$ cat src/rtl/uart_pkg.sv
// -----------------------------------------------------------------------------
// uart_pkg
// Shared definitions for the UART receive FIFO controller:
//   UART_FIFO_DEPTH : FIFO depth in bytes (power of two)
//   UART_FIFO_AW    : pointer width, log2(UART_FIFO_DEPTH)
//   wr_state_e      : write (receiver handshake) FSM states
//   rd_state_e      : read (CPU pop) FSM states
// -----------------------------------------------------------------------------
package uart_pkg;

  localparam int UART_FIFO_DEPTH = 512;
  localparam int UART_FIFO_AW    = 9;

  typedef enum logic {
    W_IDLE      = 1'b0,
    W_WAIT_DROP = 1'b1
  } wr_state_e;

  typedef enum logic [1:0] {
    R_IDLE = 2'd0,
    R_MEM  = 2'd1,
    R_CAP  = 2'd2
  } rd_state_e;

endpackage

$ cat src/rtl/uart_rx_fifo_ctrl.sv
// -----------------------------------------------------------------------------
// uart_rx_fifo_ctrl
// Byte FIFO controller between a UART receiver and a CPU, storing data in an
// external single-cycle-latency block RAM.
//
// Ports:
//   clk, reset_n            clock, asynchronous active-low reset
//   byte_valid, byte_data   level-signalled byte from the receiver
//   byte_ack                four-phase acknowledge back to the receiver
//   mem_wen/mem_wa/mem_wd   BRAM write port
//   mem_ren/mem_ra/mem_rd   BRAM read port (mem_rd valid one cycle after ren)
//   pop_req                 CPU request for one byte
//   pop_valid, pop_data     one-cycle pulse with the popped byte (3-cycle latency)
//   level, empty, full      stored byte count and its decodes
//   overflow                sticky: a byte was dropped because the FIFO was full
//   clear                   synchronous flush, highest priority
// -----------------------------------------------------------------------------
module uart_rx_fifo_ctrl
  import uart_pkg::*;
#(
  parameter int DEPTH = UART_FIFO_DEPTH,
  parameter int AW    = UART_FIFO_AW
) (
  input  logic          clk,
  input  logic          reset_n,
  input  logic          byte_valid,
  input  logic [7:0]    byte_data,
  output logic          byte_ack,
  output logic          mem_wen,
  output logic [AW-1:0] mem_wa,
  output logic [7:0]    mem_wd,
  output logic          mem_ren,
  output logic [AW-1:0] mem_ra,
  input  logic [7:0]    mem_rd,
  input  logic          pop_req,
  output logic          pop_valid,
  output logic [7:0]    pop_data,
  output logic [AW:0]   level,
  output logic          empty,
  output logic          full,
  output logic          overflow,
  input  logic          clear
);

  localparam logic [AW:0] DEPTH_L = (AW+1)'(DEPTH);

  wr_state_e     r_wr_state;
  rd_state_e     r_rd_state;
  logic [AW-1:0] r_wptr;
  logic [AW-1:0] r_rptr;
  logic          r_byte_ack;
  logic          r_mem_wen;
  logic [AW-1:0] r_mem_wa;
  logic [7:0]    r_mem_wd;
  logic          r_mem_ren;
  logic [AW-1:0] r_mem_ra;
  logic          r_pop_valid;
  logic [7:0]    r_pop_data;
  logic [AW:0]   r_level;
  logic          r_empty;
  logic          r_full;
  logic          r_overflow;
  logic [AW:0]   w_level_next;

  // ---------------------------------------------------------------------------
  // Write side: one byte per byte_valid assertion. The FSM only decides in
  // W_IDLE, which is at least two cycles after the previous mem_wen, so the
  // level register already reflects that write when full is consulted.
  // ---------------------------------------------------------------------------
  always_ff @(posedge clk or negedge reset_n) begin
    if (!reset_n) begin
      r_wr_state <= W_IDLE;
      r_wptr     <= '0;
      r_byte_ack <= 1'b0;
      r_mem_wen  <= 1'b0;
      r_mem_wa   <= '0;
      r_mem_wd   <= '0;
      r_overflow <= 1'b0;
    end else if (clear) begin
      r_wr_state <= W_IDLE;
      r_wptr     <= '0;
      r_byte_ack <= 1'b0;
      r_mem_wen  <= 1'b0;
      r_overflow <= 1'b0;
    end else begin
      r_mem_wen <= 1'b0;
      case (r_wr_state)
        W_IDLE: begin
          if (byte_valid) begin
            r_byte_ack <= 1'b1;
            r_wr_state <= W_WAIT_DROP;
            if (!r_full) begin
              r_mem_wen <= 1'b1;
              r_mem_wa  <= r_wptr;
              r_mem_wd  <= byte_data;
              r_wptr    <= r_wptr + AW'(1);
            end else begin
              // Byte is acknowledged and discarded so the receiver never stalls.
              r_overflow <= 1'b1;
            end
          end
        end
        W_WAIT_DROP: begin
          if (!byte_valid) begin
            r_byte_ack <= 1'b0;
            r_wr_state <= W_IDLE;
          end
        end
        default: r_wr_state <= W_IDLE;
      endcase
    end
  end

  // ---------------------------------------------------------------------------
  // Read side: R_IDLE issues the BRAM read, R_MEM waits for the RAM latency,
  // R_CAP registers mem_rd into pop_data. The FSM is back in R_IDLE before
  // the next decision, by which time level has absorbed the previous read.
  // ---------------------------------------------------------------------------
  always_ff @(posedge clk or negedge reset_n) begin
    if (!reset_n) begin
      r_rd_state  <= R_IDLE;
      r_rptr      <= '0;
      r_mem_ren   <= 1'b0;
      r_mem_ra    <= '0;
      r_pop_valid <= 1'b0;
      r_pop_data  <= '0;
    end else if (clear) begin
      r_rd_state  <= R_IDLE;
      r_rptr      <= '0;
      r_mem_ren   <= 1'b0;
      r_pop_valid <= 1'b0;
    end else begin
      r_mem_ren   <= 1'b0;
      r_pop_valid <= 1'b0;
      case (r_rd_state)
        R_IDLE: begin
          if (pop_req && !r_empty) begin
            r_mem_ren  <= 1'b1;
            r_mem_ra   <= r_rptr;
            r_rptr     <= r_rptr + AW'(1);
            r_rd_state <= R_MEM;
          end
        end
        R_MEM: r_rd_state <= R_CAP;
        R_CAP: begin
          r_pop_valid <= 1'b1;
          r_pop_data  <= mem_rd;
          r_rd_state  <= R_IDLE;
        end
        default: r_rd_state <= R_IDLE;
      endcase
    end
  end

  // ---------------------------------------------------------------------------
  // Shared occupancy counter, driven by the registered strobes so it counts
  // committed RAM operations. empty/full are registered alongside it.
  // ---------------------------------------------------------------------------
  always_comb begin
    w_level_next = r_level;
    case ({r_mem_wen, r_mem_ren})
      2'b10:   w_level_next = r_level + (AW+1)'(1);
      2'b01:   w_level_next = r_level - (AW+1)'(1);
      default: w_level_next = r_level;
    endcase
    if (clear) begin
      w_level_next = '0;
    end
  end

  always_ff @(posedge clk or negedge reset_n) begin
    if (!reset_n) begin
      r_level <= '0;
      r_empty <= 1'b1;
      r_full  <= 1'b0;
    end else begin
      r_level <= w_level_next;
      r_empty <= (w_level_next == '0);
      r_full  <= (w_level_next == DEPTH_L);
    end
  end

  assign byte_ack  = r_byte_ack;
  assign mem_wen   = r_mem_wen;
  assign mem_wa    = r_mem_wa;
  assign mem_wd    = r_mem_wd;
  assign mem_ren   = r_mem_ren;
  assign mem_ra    = r_mem_ra;
  assign pop_valid = r_pop_valid;
  assign pop_data  = r_pop_data;
  assign level     = r_level;
  assign empty     = r_empty;
  assign full      = r_full;
  assign overflow  = r_overflow;

endmodule

$ cat config.mk
export PLATFORM = sky130hd
export DESIGN_NAME = uart_rx_fifo_ctrl
export DESIGN_NICKNAME = d
export VERILOG_FILES = /design/src/rtl/uart_pkg.sv /design/src/rtl/uart_rx_fifo_ctrl.sv
export SDC_FILE = /design/constraint.sdc
export NUM_CORES = 1
export LEC_CHECK = 0
export ABC_AREA = 1
export CAP_MARGIN = 20
export CORE_MARGIN = 3
export CORE_UTILIZATION = 52
export DETAILED_ROUTE_END_ITERATION = 12
export HOLD_SLACK_MARGIN = 0.06
export MAX_ROUTING_LAYER = met4
export PLACE_DENSITY_LB_ADDON = 0.15
export SETUP_SLACK_MARGIN = 0.05
export SYNTH_ARGS = -nofsm -noshare
export SYNTH_HDL_FRONTEND = slang
export SYNTH_SLANG_ARGS = --single-unit
export TNS_END_PERCENT = 30
$ cat constraint.sdc
create_clock -name clk -period 2.8 [get_ports clk]
set_clock_uncertainty 0.2 [all_clocks]
set_input_delay 0.84 -clock clk [delete_from_list [all_inputs] [get_ports clk]]
set_output_delay 0.84 -clock clk [all_outputs]
set_load 0.02 [all_outputs]
==> results of run 1 <==
==> layer usage <==
layer	up-vias	wire length, µm	global-route usage, %
li1	1598	-	-
met1	1526	3885	31.05
met5	-	0	-
met2	75	4383	38.23
met4	0	170	8.390
met3	16	303	3.134
==> registers in the layout (all words and copies together) (netlist names) <==
name and flops:
r_rd_state 2, mem_ren 1, full 1, pop_valid 1, r_wr_state 1, overflow 1, empty 1, mem_ra 9
level 10, mem_wa 9, mem_wd 8, byte_ack 1, r_rptr 9, pop_data 8, mem_wen 1, r_wptr 9
==> per-stage QoR <==
step	setup WS (ns)	utilization, %	instances	total power [mW]	hold slack, ns
floorplan	0.3054	-	463	1.972	0.2519
global placement	0.2054	67.65	623	2.411	0.2547
detailed placement	0.1147	67.65	623	2.438	0.2592
CTS	0.1307	70.79	639	3.273	0.2798
global route	0.07989	70.98	639	3.449	0.3039
finish	0.2339	70.98	639	3.261	0.2743
==> cell usage in the layout (no fill, tap or decap), types with 2 or more instances in the layout <==
cell type	instances
nand2_2	12
dfrtp_1	71
nor4_1	3
inv_2	5
o21ai_0	30
xor2_1	3
clkinv_4	3
o21ai_1	2
clkdlybuf4s50_1	70
nor2_4	4
nand2_1	152
nor3_2	3
inv_1	56
nand3_1	23
clkbuf_8	10
nand3_2	5
a21oi_1	15
nand4_1	3
nor2_2	7
buf_4	6
nor2_1	38
ha_1	4
nor3_1	5
==> what timing repair did <==
action | CTS | global route
setup endpoints to repair | 0 | 2
gates resized for setup | 0 | 2
setup buffers | 0 | 0
hold endpoints to repair | 0 | 0
==> power by group <==
group / leakage (nW) / total (mW) / switching, mW / internal, mW
Sequential: 0.961 / 1.32 / 0.121 / 1.19
Combinational: 1.21 / 1.11 / 0.649 / 0.459
Clock: 0.102 / 0.837 / 0.398 / 0.439
Total: 2.27 / 3.26 / 1.17 / 2.09
==> cell type report <==
| class | instances | area share [%] |
|---|---|---|
| flip-flops and latches | 72 | 38.67 |
| clock inverters | 6 | 1.476 |
| clock buffers | 10 | 2.952 |
| inverters | 62 | 5.046 |
| multi-input cells | 318 | 32.82 |
| well taps | 93 | 2.496 |
| repair buffers | 78 | 16.53 |
==> worst min-delay path by stage <==
stage,from,end,slack [ns],cells past startpoint
after floorplan,r_wptr[8],r_wptr[8],0.25,1
after global placement,pop_data[2],pop_data[2],0.25,2
after detailed placement,mem_ra[8],mem_ra[8],0.26,2
after CTS,mem_wd[7],mem_wd[7],0.28,2
after global routing,mem_wa[8],mem_wa[8],0.30,2
final,pop_data[2],pop_data[2],0.27,2
==> cells by family after synthesis <==
family,count (synthesis)
AND/OR/NAND/NOR,256
AO/OA/AOI/OAI,54
buffers and inverters,73
adder cells (fa/ha/maj),5
XOR/XNOR,3
flip-flops,72
==> critical path, delay by kind of cell, from the launching register on <==
kind | cells | cell delay [ns]
buffers and inverters | 2 | 0.17
and+or+nand+nor | 7 | 0.80
AOI/OAI and AO/OA | 3 | 0.36
DFF | 1 | 0.45
adders and majority gates | 2 | 0.50
==> results by group, run 1 <==
Die
  • Initial core utilization: 55.27%
  • Die W: approximately 90 µm
  • Die Y: 89.55 µm
  • Core area: roughly 0.0066 mm²
  • Row count: 29
  • IO Pins: 72
  • Full die area: about 0.0080 mm²

Synth
  • Mapped Nets: 489
  • Post-synthesis cell area: approximately 0.0036 mm²
  • Ys flop type: dfrtp_1
  • Library cells used by synthesis: 35
  • Most instantiated library cell after synthesis: nand2_1
  • Synth Area in Simple Gates: a little under a third
  • Largest family of logic cells by synthesized area: simple AND/OR/NAND/NOR gates
  • Synth top area cells: dfrtp_1 (49%), nand2_1 (16%), inv_1 (5.8%)
  • Cell taking the most area after synthesis: dfrtp_1
  • Yosys warns: 0
  • Mapped Cells: approximately 460
  • Ys async rst share: 100.0%
  • Number of synthesized register bits: 72
  • Mean post-synth cell area: around 7.8 µm²
  • Post-Synth XOR/XNOR Area: less than 1%
  • Share of the synthesized area in the top cell type: ~49%
  • Sequential element share of the synthesized area: about half
  • Compound-cell area share of the yosys netlist: 7.928%
  • Post-Synth Adder-Cell Area: 1.724%
  • Mux cell area share after synthesis: 0%
  • Post-synth EDFFs: 0
  • Synth cell count leaders: nand2_1 (152), dfrtp_1 (71), inv_1 (56)

Worst setup path
  • CP arrival: roughly 2.6 ns
  • R2R setup slack: 0.23 ns
  • Worst Setup Start Kind: flip-flop
  • Crit-path max cell delay: 0.45 ns
  • Crit Reg-Reg Startpoint: mem_ren
  • Critical Path, Cell by Cell: ha_4 -> inv_4 -> nand2_1 -> nand2_1 -> inv_1 -> ha_1 -> o21ai_1 -> a21oi_1 -> or2_1 -> a21oi_1 -> nand2_2 -> nor2_4 -> nand2_1 -> nor3_2
  • Worst r2r dst: full
  • Critical Path Start: mem_ren
  • Most used cell, CP: nand2_1
  • CP required: 2.86 ns
  • R2R cell count: 14
  • Critical Path End: full
  • CP max-delay cell: dfrtp_1
  • Maximum fanout along the worst path: 7
  • CP Capture Type: flip-flop
  • Crit path kind: flip-flop to flip-flop

Detailed routing
  • Antenna Violating Nets Remaining: 0
  • Post-route DRC violation count: 0
  • Initial DRT Pass Iterations: 4
  • Starting DRT DRC Count: 208
  • Vias: 3215
  • Vias per cell: 5.031
  • WL/cell: 13.68 µm
  • Drt total wl: 8.743 mm

Final layout
  • Area of the multi-input gates: approximately 0.0015 mm²
  • Register Area: ~0.0018 mm²
  • Finished Cell Area: about 0.0047 mm²
  • Layout cell share with drive strength beyond 1: a little under an eighth
  • Area grow syn2layout: 28.44%
  • Filler cell count in the final layout: 539
  • Antenna Cells: 0
  • Final #Nets: 567

STA
  • Slew headroom: between 70% and 80%
  • Period utilisation layout: about nine tenths
  • Setup Total Neg Slack: 0 ns
  • Max-slew violation count: 0
  • Hold Fails Final Rpt: 0
  • Final setup vio count: 0
  • Final min period: 2.566 ns
  • Unrepaired setup endpoints after global routing: false
  • Max Fclk: 389.7 MHz
  • Worst-margin pin slew: 0.4452 ns

Power
  • Lkg Pwr: 2.268 nW
  • Cell Pwr Density: 699.4 mW/mm²
  • VDD IR max: around 0.36 mV

Flow run
  • Max-cap violations: 0

Placed design
  • GPL Wtd Cong: 0.9573
  • Dpl cell area: approximately 0.0044 mm²
  • HPWL after DPL: 6.332 mm
  • PortBufs: 71

Clock tree
  • CTS tree: yes
  • CTS root buf: clkbuf_8
  • # hold bufs at CTS: 0
  • CTS sink cnt: 72
  • Worst skew pair latency: 0.34 ns
  • Total CTS buffers: 9
  • H-tree depth: 3
  • Clock Tree Buf Depth: 2
  • Clock slew at the register clock pins of the worst setup and hold paths: 0.08 ns

Global routing
  • Initial antenna violation count: 0
  • GRT Util Overall: about a quarter
  • Largest net degree at the start of global routing: 73
  • GRT Residual Overflow: 0
  • First-pass GRT wire length: about 14 mm
  • Vias in the first global route: 3036

Worst hold path
  • Worst hold path class: flip-flop to flip-flop

Run status
  • Run status: complete, no violations
(Power assumes the default switching activity.)
==> run 2: changes to the inputs <==
ABC_AREA = 0   (was 1)
CTS_CLUSTER_SIZE = 10   (was unset)
==> run 2 against run 1 <==
Effect of this change: clock power rose by 11%; non-clock buffer count rose by 19; flip-flop and latch count did not move; power fell by 0.89%; sequential share of layout area fell by 0.99 points; die area fell by 0.22%; critical path depth fell by 13; synthesized area fell by 0.24%; fmax fell by 5.1%; core utilization rose by 2.4 points; largest cell class unchanged.
==> results by group, run 2 <==
Run status
  • Run status: complete, no violations

Synth
  • Synth cell count leaders: dfrtp_1 (71), mux2_2 (35), nor2_1 (30)
  • Synth top area cells: dfrtp_1 (49%), mux2_2 (11%), xor2_1 (3.1%)
  • Ys flop type: dfrtp_1
  • Cell taking the most area after synthesis: dfrtp_1
  • Mapped Cells: 324
  • Most instantiated library cell after synthesis: dfrtp_1
  • Number of synthesized register bits: 72
  • Post-synth EDFFs: 0
  • Yosys warns: 0
  • Share of the synthesized area in the top cell type: 49.07%
  • Mapped Nets: 350
  • Sequential element share of the synthesized area: 49.79%
  • Ys async rst share: 100.0%
  • Mean post-synth cell area: 11.18 µm²
  • Post-synthesis cell area: 0.003621 mm²
  • Library cells used by synthesis: 64

Detailed routing
  • Vias per cell: 5.732
  • Initial DRT Pass Iterations: 4
  • Post-route DRC violation count: 0
  • Vias: 2826
  • WL/cell: 16.65 µm
  • Drt total wl: 8.208 mm
  • Antenna Violating Nets Remaining: 0
  • Starting DRT DRC Count: 246

STA
  • Max Fclk: 369.9 MHz
  • Max-slew violation count: 0
  • Period utilisation layout: 96.55%
  • Final setup vio count: 0
  • Slew headroom: 58.12%
  • Final min period: 2.703 ns
  • Setup Total Neg Slack: 0 ns
  • Hold_ws: around 0.30 ns
  • Worst-margin pin slew: 0.6282 ns
  • Unrepaired setup endpoints after global routing: true
  • Hold Fails Final Rpt: 0

Die
  • Row count: 29
  • Full die area: ~0.0080 mm²
  • IO Pins: 72
  • Die W: 89.45 µm
  • Initial core utilization: 55.44%
  • Core area: ~0.0065 mm²
  • Die Y: 89.45 µm

Power
  • Lkg Pwr: approximately 2.1 nW
  • Cell Pwr Density: about 670 mW/mm²
  • VDD IR max: 0.6486 mV

Clock tree
  • H-tree depth: 3
  • # hold bufs at CTS: 0
  • CTS root buf: clkbuf_8
  • Total CTS buffers: 9
  • CTS tree: yes
  • Clock slew at the register clock pins of the worst setup and hold paths: 0.09 ns
  • CTS sink cnt: about 70
  • Worst skew pair latency: between 0.3 and 0.4 ns
  • Clock Tree Buf Depth: 2

Worst setup path
  • CP required: 1.76 ns
  • CP delay by family, top: buffers and inverters
  • Crit Reg-Reg Startpoint: mem_ren
  • CP arrival: 1.66 ns
  • Crit path buf inv count: 1
  • Maximum fanout along the worst path: 13
  • Crit path kind: flip-flop to primary output
  • Worst Setup Start Kind: flip-flop
  • Critical Path Start: level[3]
  • CP Capture Type: primary output
  • Critical Path, Cell by Cell: clkdlybuf4s50_1
  • Crit-path max cell delay: approximately 0.69 ns
  • CP max-delay cell: clkdlybuf4s50_1

Final layout
  • Layout cell share with drive strength beyond 1: 24.52%
  • Highest-count cells in the layout ignoring fill and taps: clkdlybuf4s50_1 (70), dfrtp_1 (68), mux2_2 (35)
  • Finished Cell Area: 0.004795 mm²
  • Area grow syn2layout: 32.41%
  • Commonest non-fill, non-tap cell in the layout: clkdlybuf4s50_1
  • Final core utilization: 73.41%
  • Fin cells: about 490
  • Final #Nets: 437
  • Antenna Cells: 0
  • Number of flip-flops in the largest register: 10

Placed design
  • PortBufs: 71
  • HPWL after DPL: 5.754 mm
  • GPL Wtd Cong: 0.9383
  • Placed cells: 474
  • Dpl cell area: 0.004526 mm²

Global routing
  • Vias in the first global route: 2781
  • GRT Util Overall: 23.05%
  • GRT Residual Overflow: 0
  • Largest net degree at the start of global routing: 36
  • First-pass GRT wire length: roughly 14 mm
  • Initial antenna violation count: 0

Flow run
  • Max-cap violations: 0

Worst hold path
  • Worst hold path class: primary input to async pin
run 2: cell types whose count changed after synthesis, sizes merged, moves of 10 or more:
cell / before / now
mux2: 0 / 35
inv: 62 / 10
o21ai: 33 / 6
nand3: 28 / 12
nand2: 164 / 17
nor2: 49 / 30
xor2: 3 / 13
run 2: where the power goes:
part | switching [mW] | total [mW] | internal (mW)
clock | 0.420 | 0.932 | 0.513
combinational | 0.492 | 0.997 | 0.505
sequential | 0.120 | 1.30 | 1.18
run 2: repair_timing:
action	in CTS	in global routing
endpoints found under the hold margin	0	0
resized for setup	0	2
buffers inserted	0	3
endpoints found under the setup margin	0	5
run 2: area by class of cell:
type | instances | area, µm²
Sequential cell | 72 | 1807
Clock buffer | 9 | 123.9
Tap cell | 77 | 96.34
Fill cell | 465 | 1737
Inverter | 10 | 37.54
Timing Repair Buffer | 97 | 925.9
Multi-Input combinational cell | 221 | 1702
Clock inverter | 7 | 102.6
run 2: per-layer routing:
| layer | up-vias | routed length, µm | global-route usage, % |
|---|---|---|---|
| li1 | 1334 | - | - |
| met1 | 1390 | 3665 | 30.87 |
| met2 | 92 | 3927 | 35.30 |
| met3 | 10 | 505 | 4.793 |
| met4 | 0 | 110 | 7.307 |
| met5 | - | 0 | - |
run 2: cells by family after synthesis:
logic type / synth area share, %
muxes: 12.54
DFF: 49.79
adders and majority gates: 1.728
buffers and inverters: 4.423
AOI/OAI and AO/OA: 8.742
and+or+nand+nor: 17.69
xor gates and xnor gates: 5.080
run 2: path summary, 6_finish.rpt:
| kind | to | slack, ns | depth (start not counted) |
|---|---|---|---|
| hold / removal | r_rptr[8] | 0.30 | 1 |
| hold reg to reg | pop_data[2] | 0.31 | 1 |
| setup / recovery | level[3] | 0.1 | 1 |
| min in group clk | pop_data[2] | 0.31 | 1 |
| max in group asynchronous | empty | 1.38 | 2 |
| setup reg to reg | full | 0.20 | 9 |
run 2: per-stage QoR:
stage	setup slack, ns	total power, mW
2_1_floorplan	0.04760	1.871
3_3_place_gp	0.04190	2.274
3_5_place_dp	0.03134	2.296
4_1_cts	0.08086	3.243
5_1_grt	0.03091	3.391
6_report	0.09651	3.232
==> patch 1 (flow settings as in run 1) <==
Encoding of `rd_state_e`: now one-hot (3 bits for 3 states).
--- a/src/rtl/uart_pkg.sv
+++ b/src/rtl/uart_pkg.sv
@@ -17,8 +17,8 @@
   } wr_state_e;
 
-  typedef enum logic [1:0] {
-    R_IDLE = 2'd0,
-    R_MEM  = 2'd1,
-    R_CAP  = 2'd2
+  typedef enum logic [2:0] {
+    R_IDLE = 3'b001,
+    R_MEM  = 3'b010,
+    R_CAP  = 3'b100
   } rd_state_e;
 
Check against the original RTL: same outputs for any inputs over 10 cycles, from zero or initial values and one cycle with reset_n low; not proved beyond that.
==> patch 1 against run 1 <==
  * Critical endpoint is now level[0]
  * Largest cell class unchanged
  * Setup slack improved by 0.0014 ns
  * Largest power group unchanged
  * Die area decreased by 0.19%
  * Synthesized area decreased by 0.21%
  * Total power decreased by 4.8%
  * Wire length decreased by 3.5%
  * Sequential cell count increased by 1
  * Cell area decreased by 0.51%
==> patch 1: results (changes against run 1) <==
- H-tree levels: 3 (unchanged)
- Post-synth cell types: 35 (unchanged)
- Clk slew on worst S/H paths: 0.08 ns (about the same)
- Switching Share: 36.2% (was 35.8%)
- Crit path max-delay family: buffers and inverters (was simple AND/OR/NAND/NOR gates)
- Dpl hpwl: 6.28 mm (was 6.33 mm)
- Post-synth ARST share: 100% (unchanged)
- Pre-CTS WS: 0.139 ns (was 0.115 ns)
- Max FFs per register: 10 (unchanged)
- 1st-iter DRT viols: 191 (was 208)
- WL per Instance: 13.5 um (was 13.7 um)
- Ys Warns: 0 (unchanged)
- Antenna violations before repair: 0 (unchanged)
- Filler cell count: 519 (was 539)
- Fraction of layout cells with a size suffix above 1: 10.3% (was 11.7%)
- Worst VDD drop: 0.471 mV (was 0.356 mV)
- Drt first pass iters: 4 (unchanged)
- GP Congestion: 0.836 (was 0.957)
- Root Buffer: clkbuf_8 (unchanged)
- First-pass GRT wire length: 13.9 mm (was 14.2 mm)
- Port bufs: 71 (unchanged)
- N_diodes: 0 (unchanged)
- Top post-synthesis cells by count: nand2_1, dfrtp_1, inv_1 (unchanged)
- Number of global-route vias before repair: 3,046 (was 3,036)
- Layout Nets: 567 (unchanged)
- Rel. slew slack: 71.0% (was 70.0%)
- Crit path max fanout: 7 (unchanged)
- Clock Latency Late Sink: 0.34 ns (about the same)
- LEAKAGE: 2.26 nW (was 2.27 nW)
- All-Layer GR Usage: 23.4% (was 23.8%)
- Largest net degree at the start of global routing: 32 (was 73)
- CTS buffer count: 9 (unchanged)
- Clock tree buffer depth: 2 (unchanged)
- Crit path largest cell delay: 0.67 ns (was 0.45 ns)
- Worst Hold Class: in2async (was reg2reg)
- Post-placement cell area: 4430 sq um (was 4440 sq um)
- Syn_nets: 487 (was 489)
- Ys flop type: dfrtp_1 (unchanged)
- Via density per instance: 5.12 (was 5.03)
- Largest cells by area after synthesis: dfrtp_1, nand2_1, inv_1, nor2_1, nand3_1 (was dfrtp_1, nand2_1, inv_1, o21ai_0, nor2_1)
- CP max stage cell: clkdlybuf4s50_1 (was dfrtp_1)
- Outcome: complete, no violations (unchanged)
- Register area share after synthesis: 50.5% (was 49.7%)
[patch 1: per-stage QoR]
stage | hold WS [ns] | std cells | total power [mW] | util (%)
floorplan | 0.220 | 461 | 1.94 | -
global placement | 0.235 | 607 | 2.33 | 67.9
detailed placement | 0.237 | 607 | 2.35 | 67.9
CTS | 0.217 | 623 | 3.12 | 70.8
global route | 0.225 | 623 | 3.30 | 71.0
finish | 0.211 | 623 | 3.10 | 71.0
[patch 1: layout make-up]
class	instances	area share [%]
Clock buffer	11	3.26
Clock inverter	5	0.863
Inverter	64	5.18
Multi-Input combinational cell	313	32.2
Sequential cell	73	39.4
Tap cell	77	2.08
Timing Repair Buffer	80	17.0
[patch 1: path summary, 6_finish.rpt]
kind	from	to	slack (ns)	depth (start not counted)
max	level[0]$_DFF_PN0_	level[0]	0.24	1
min	reset_n	mem_wa[1]$_DFFE_PN0P_	0.21	1
max reg2reg	mem_ren$_DFF_PN0_	full$_DFF_PN0_	0.25	14
min reg2reg	r_rd_state[2]$_DFFE_PN0P_	r_rd_state[2]$_DFFE_PN0P_	0.25	1
max in group asynchronous	reset_n	empty$_DFF_PN1_	1.62	2
min in group clk	r_rd_state[2]$_DFFE_PN0P_	r_rd_state[2]$_DFFE_PN0P_	0.25	1
[patch 1: kinds of logic after synthesis]
kind of cell / synth area share (%)
compound gates: 7.70
xor+xnor: 1.45
fa+ha+maj: 1.73
buf+inv: 8.64
flops: 50.5
simple gates: 30.0
[patch 1: per-layer routing]
| layer | up-vias | track usage, % | share of wire [%] |
|---|---|---|---|
| met5 | - | - | 0 |
| met1 | 1507 | 29.9 | 45 |
| met2 | 73 | 38.1 | 50 |
| met3 | 11 | 3.87 | 3.3 |
| li1 | 1598 | - | - |
| met4 | 0 | 7.31 | 1.3 |
[patch 1: power by group through the flow]
stage	sequential, mW	clock, mW	combinational (mW)
4_1_cts	1.30	0.783	1.04
6_report	1.30	0.766	1.04
3_3_place_gp	1.31	0	1.02
3_5_place_dp	1.32	0	1.03
2_1_floorplan	1.43	0	0.505
5_1_grt	1.32	0.830	1.15
[patch 1: timing repair]
| action | CTS | global route |
|---|---|---|
| setup buffers | 0 | 0 |
| setup endpoints to repair | 0 | 2 |
| resized for setup | 0 | 2 |
==> patch 2 (flow settings as in run 1) <==
Without the edit above. Change the package constant `UART_FIFO_AW` from 9 to 10.
--- a/src/rtl/uart_pkg.sv
+++ b/src/rtl/uart_pkg.sv
@@ -10,5 +10,5 @@
 
   localparam int UART_FIFO_DEPTH = 512;
-  localparam int UART_FIFO_AW    = 9;
+  localparam int UART_FIFO_AW    = 10;
 
   typedef enum logic {
Interface: changed (resized level, mem_ra and mem_wa); port bits go from 72 to 75. The function was not compared with the original's and may differ.
==> patch 2 against run 1 <==
  * Clock power rose by 13%
  * Synthesized area up 5.4%
  * Cell area rose by 7.2%
  * Total power increased by 6.7%
  * Utilization is 1.0 points higher
  * Count of clock-buffer cells in the layout unchanged
  * Register-to-register slack improved by 0.08 ns
  * Sequential power is 5% higher
  * Sequential share of layout area shrank 0.11 points
  * Setup slack improved by 0.014 ns
  * Largest cell class unchanged
  * Wire length is 6.5% higher
  * Sequential cell count is 5 higher
==> patch 2: results (changes against run 1) <==
- CP max stage cell: clkdlybuf4s50_1 (was dfrtp_1)
- Clock Latency Late Sink: 0.36 ns (was 0.34 ns)
- Worst VDD drop: 0.475 mV (was 0.356 mV)
- Clock tree buffer depth: 2 (unchanged)
- Via density per instance: 5.02 (was 5.03)
- Post-synth ARST share: 100% (unchanged)
- Port bufs: 74 (was 71)
- Fraction of layout cells with a size suffix above 1: 10.2% (was 11.7%)
- Synth Instances: 493 (was 463)
- Crit path max-delay family: buffers and inverters (was simple AND/OR/NAND/NOR gates)
- GP Congestion: 0.894 (was 0.957)
- Worst Hold Class: in2async (was reg2reg)
- Outcome: complete, no violations (unchanged)
- Number of global-route vias before repair: 3,485 (was 3,036)
- Register area share after synthesis: 50.4% (was 49.7%)
- LEAKAGE: 2.42 nW (was 2.27 nW)
- 1st-iter DRT viols: 222 (was 208)
- Placed cells: 667 (was 623)
- Crit path largest cell delay: 0.67 ns (was 0.45 ns)
- Max FFs per register: 11 (was 10)
- Pre-CTS WS: 0.0250 ns (was 0.115 ns)
- N_diodes: 0 (unchanged)
- First-pass GRT wire length: 15.8 mm (was 14.2 mm)
- All-Layer GR Usage: 24.1% (was 23.8%)
- Post-synth cell types: 37 (was 35)
- Largest net degree at the start of global routing: 41 (was 73)
- Wirelength, routed: 9.31 mm (was 8.74 mm)
- Dpl hpwl: 6.76 mm (was 6.33 mm)
- Largest cells by area after synthesis: dfrtp_1, nand2_1, inv_1, nor2_1, o21ai_0 (was dfrtp_1, nand2_1, inv_1, o21ai_0, nor2_1)
- Final std cells w/o fill: 682 (was 639)
- Critical path arrival: 1.51 ns (was 2.63 ns)
- Syn_nets: 519 (was 489)
- Post_cts resized: 0 (unchanged)
- Top post-synthesis cells by count: nand2_1, dfrtp_1, inv_1 (unchanged)
- Layout Nets: 608 (was 567)
- Rel. slew slack: 67.2% (was 70.0%)
==> patch 2: final timing paths <==
check                                                from                        end  slack (ns)  cells past startpoint
worst max-delay path                   level[0]$_DFF_PN0_                   level[0]        0.25                      1
worst min-delay path                              reset_n      mem_wa[1]$_DFFE_PN0P_        0.24                      1
worst max register to register          mem_wen$_DFF_PN0_            empty$_DFF_PN1_        0.31                     19
worst min register to register  r_rd_state[1]$_DFFE_PN0P_  r_rd_state[1]$_DFFE_PN0P_        0.24                      1
max in group asynchronous                         reset_n            empty$_DFF_PN1_        1.51                      2
min in group clk                r_rd_state[1]$_DFFE_PN0P_  r_rd_state[1]$_DFFE_PN0P_        0.24                      1
==> patch 2: where the power goes <==
part | switching, mW | internal (mW)
Combinational | 0.662 | 0.486
Sequential | 0.119 | 1.27
Clock | 0.417 | 0.526
Total | 1.20 | 2.28
==> patch 2: per-stage QoR <==
step | area, sq um | hold WS [ns]
floorplan | 3820 | 0.209
global placement | 4750 | 0.219
detailed placement | 4750 | 0.233
CTS | 4970 | 0.245
global route | 5000 | 0.263
finish | 5000 | 0.244
==> patch 2: cell type report <==
class	count	area, sq um
tap	96	120
timing repair buffer	89	876
sequential	77	1930
inverter	71	267
fill	563	1940
multi-input combinational	334	1590
clock buffer	10	138
clock inverter	5	82.6
==> patch 2: logic make-up (layout without fill, tap and decap cells) <==
kind of cell | count (synthesis) | after routing | synth area share (%)
simple gates | 260 | 260 | 28.5
buf+inv | 82 | 175 | 8.70
flops | 77 | 77 | 50.4
compound gates | 63 | 63 | 9.23
xor+xnor | 6 | 6 | 1.57
fa+ha+maj | 5 | 5 | 1.64
==> patch 2: metal layers <==
metal / track usage, % / up-vias / wire length (um)
met2: 40.2 / 84 / 4730
li1: - / 1721 / -
met4: 8.17 / 0 / 111
met3: 5.99 / 12 / 491
met5: - / - / 0
met1: 28.6 / 1610 / 3980
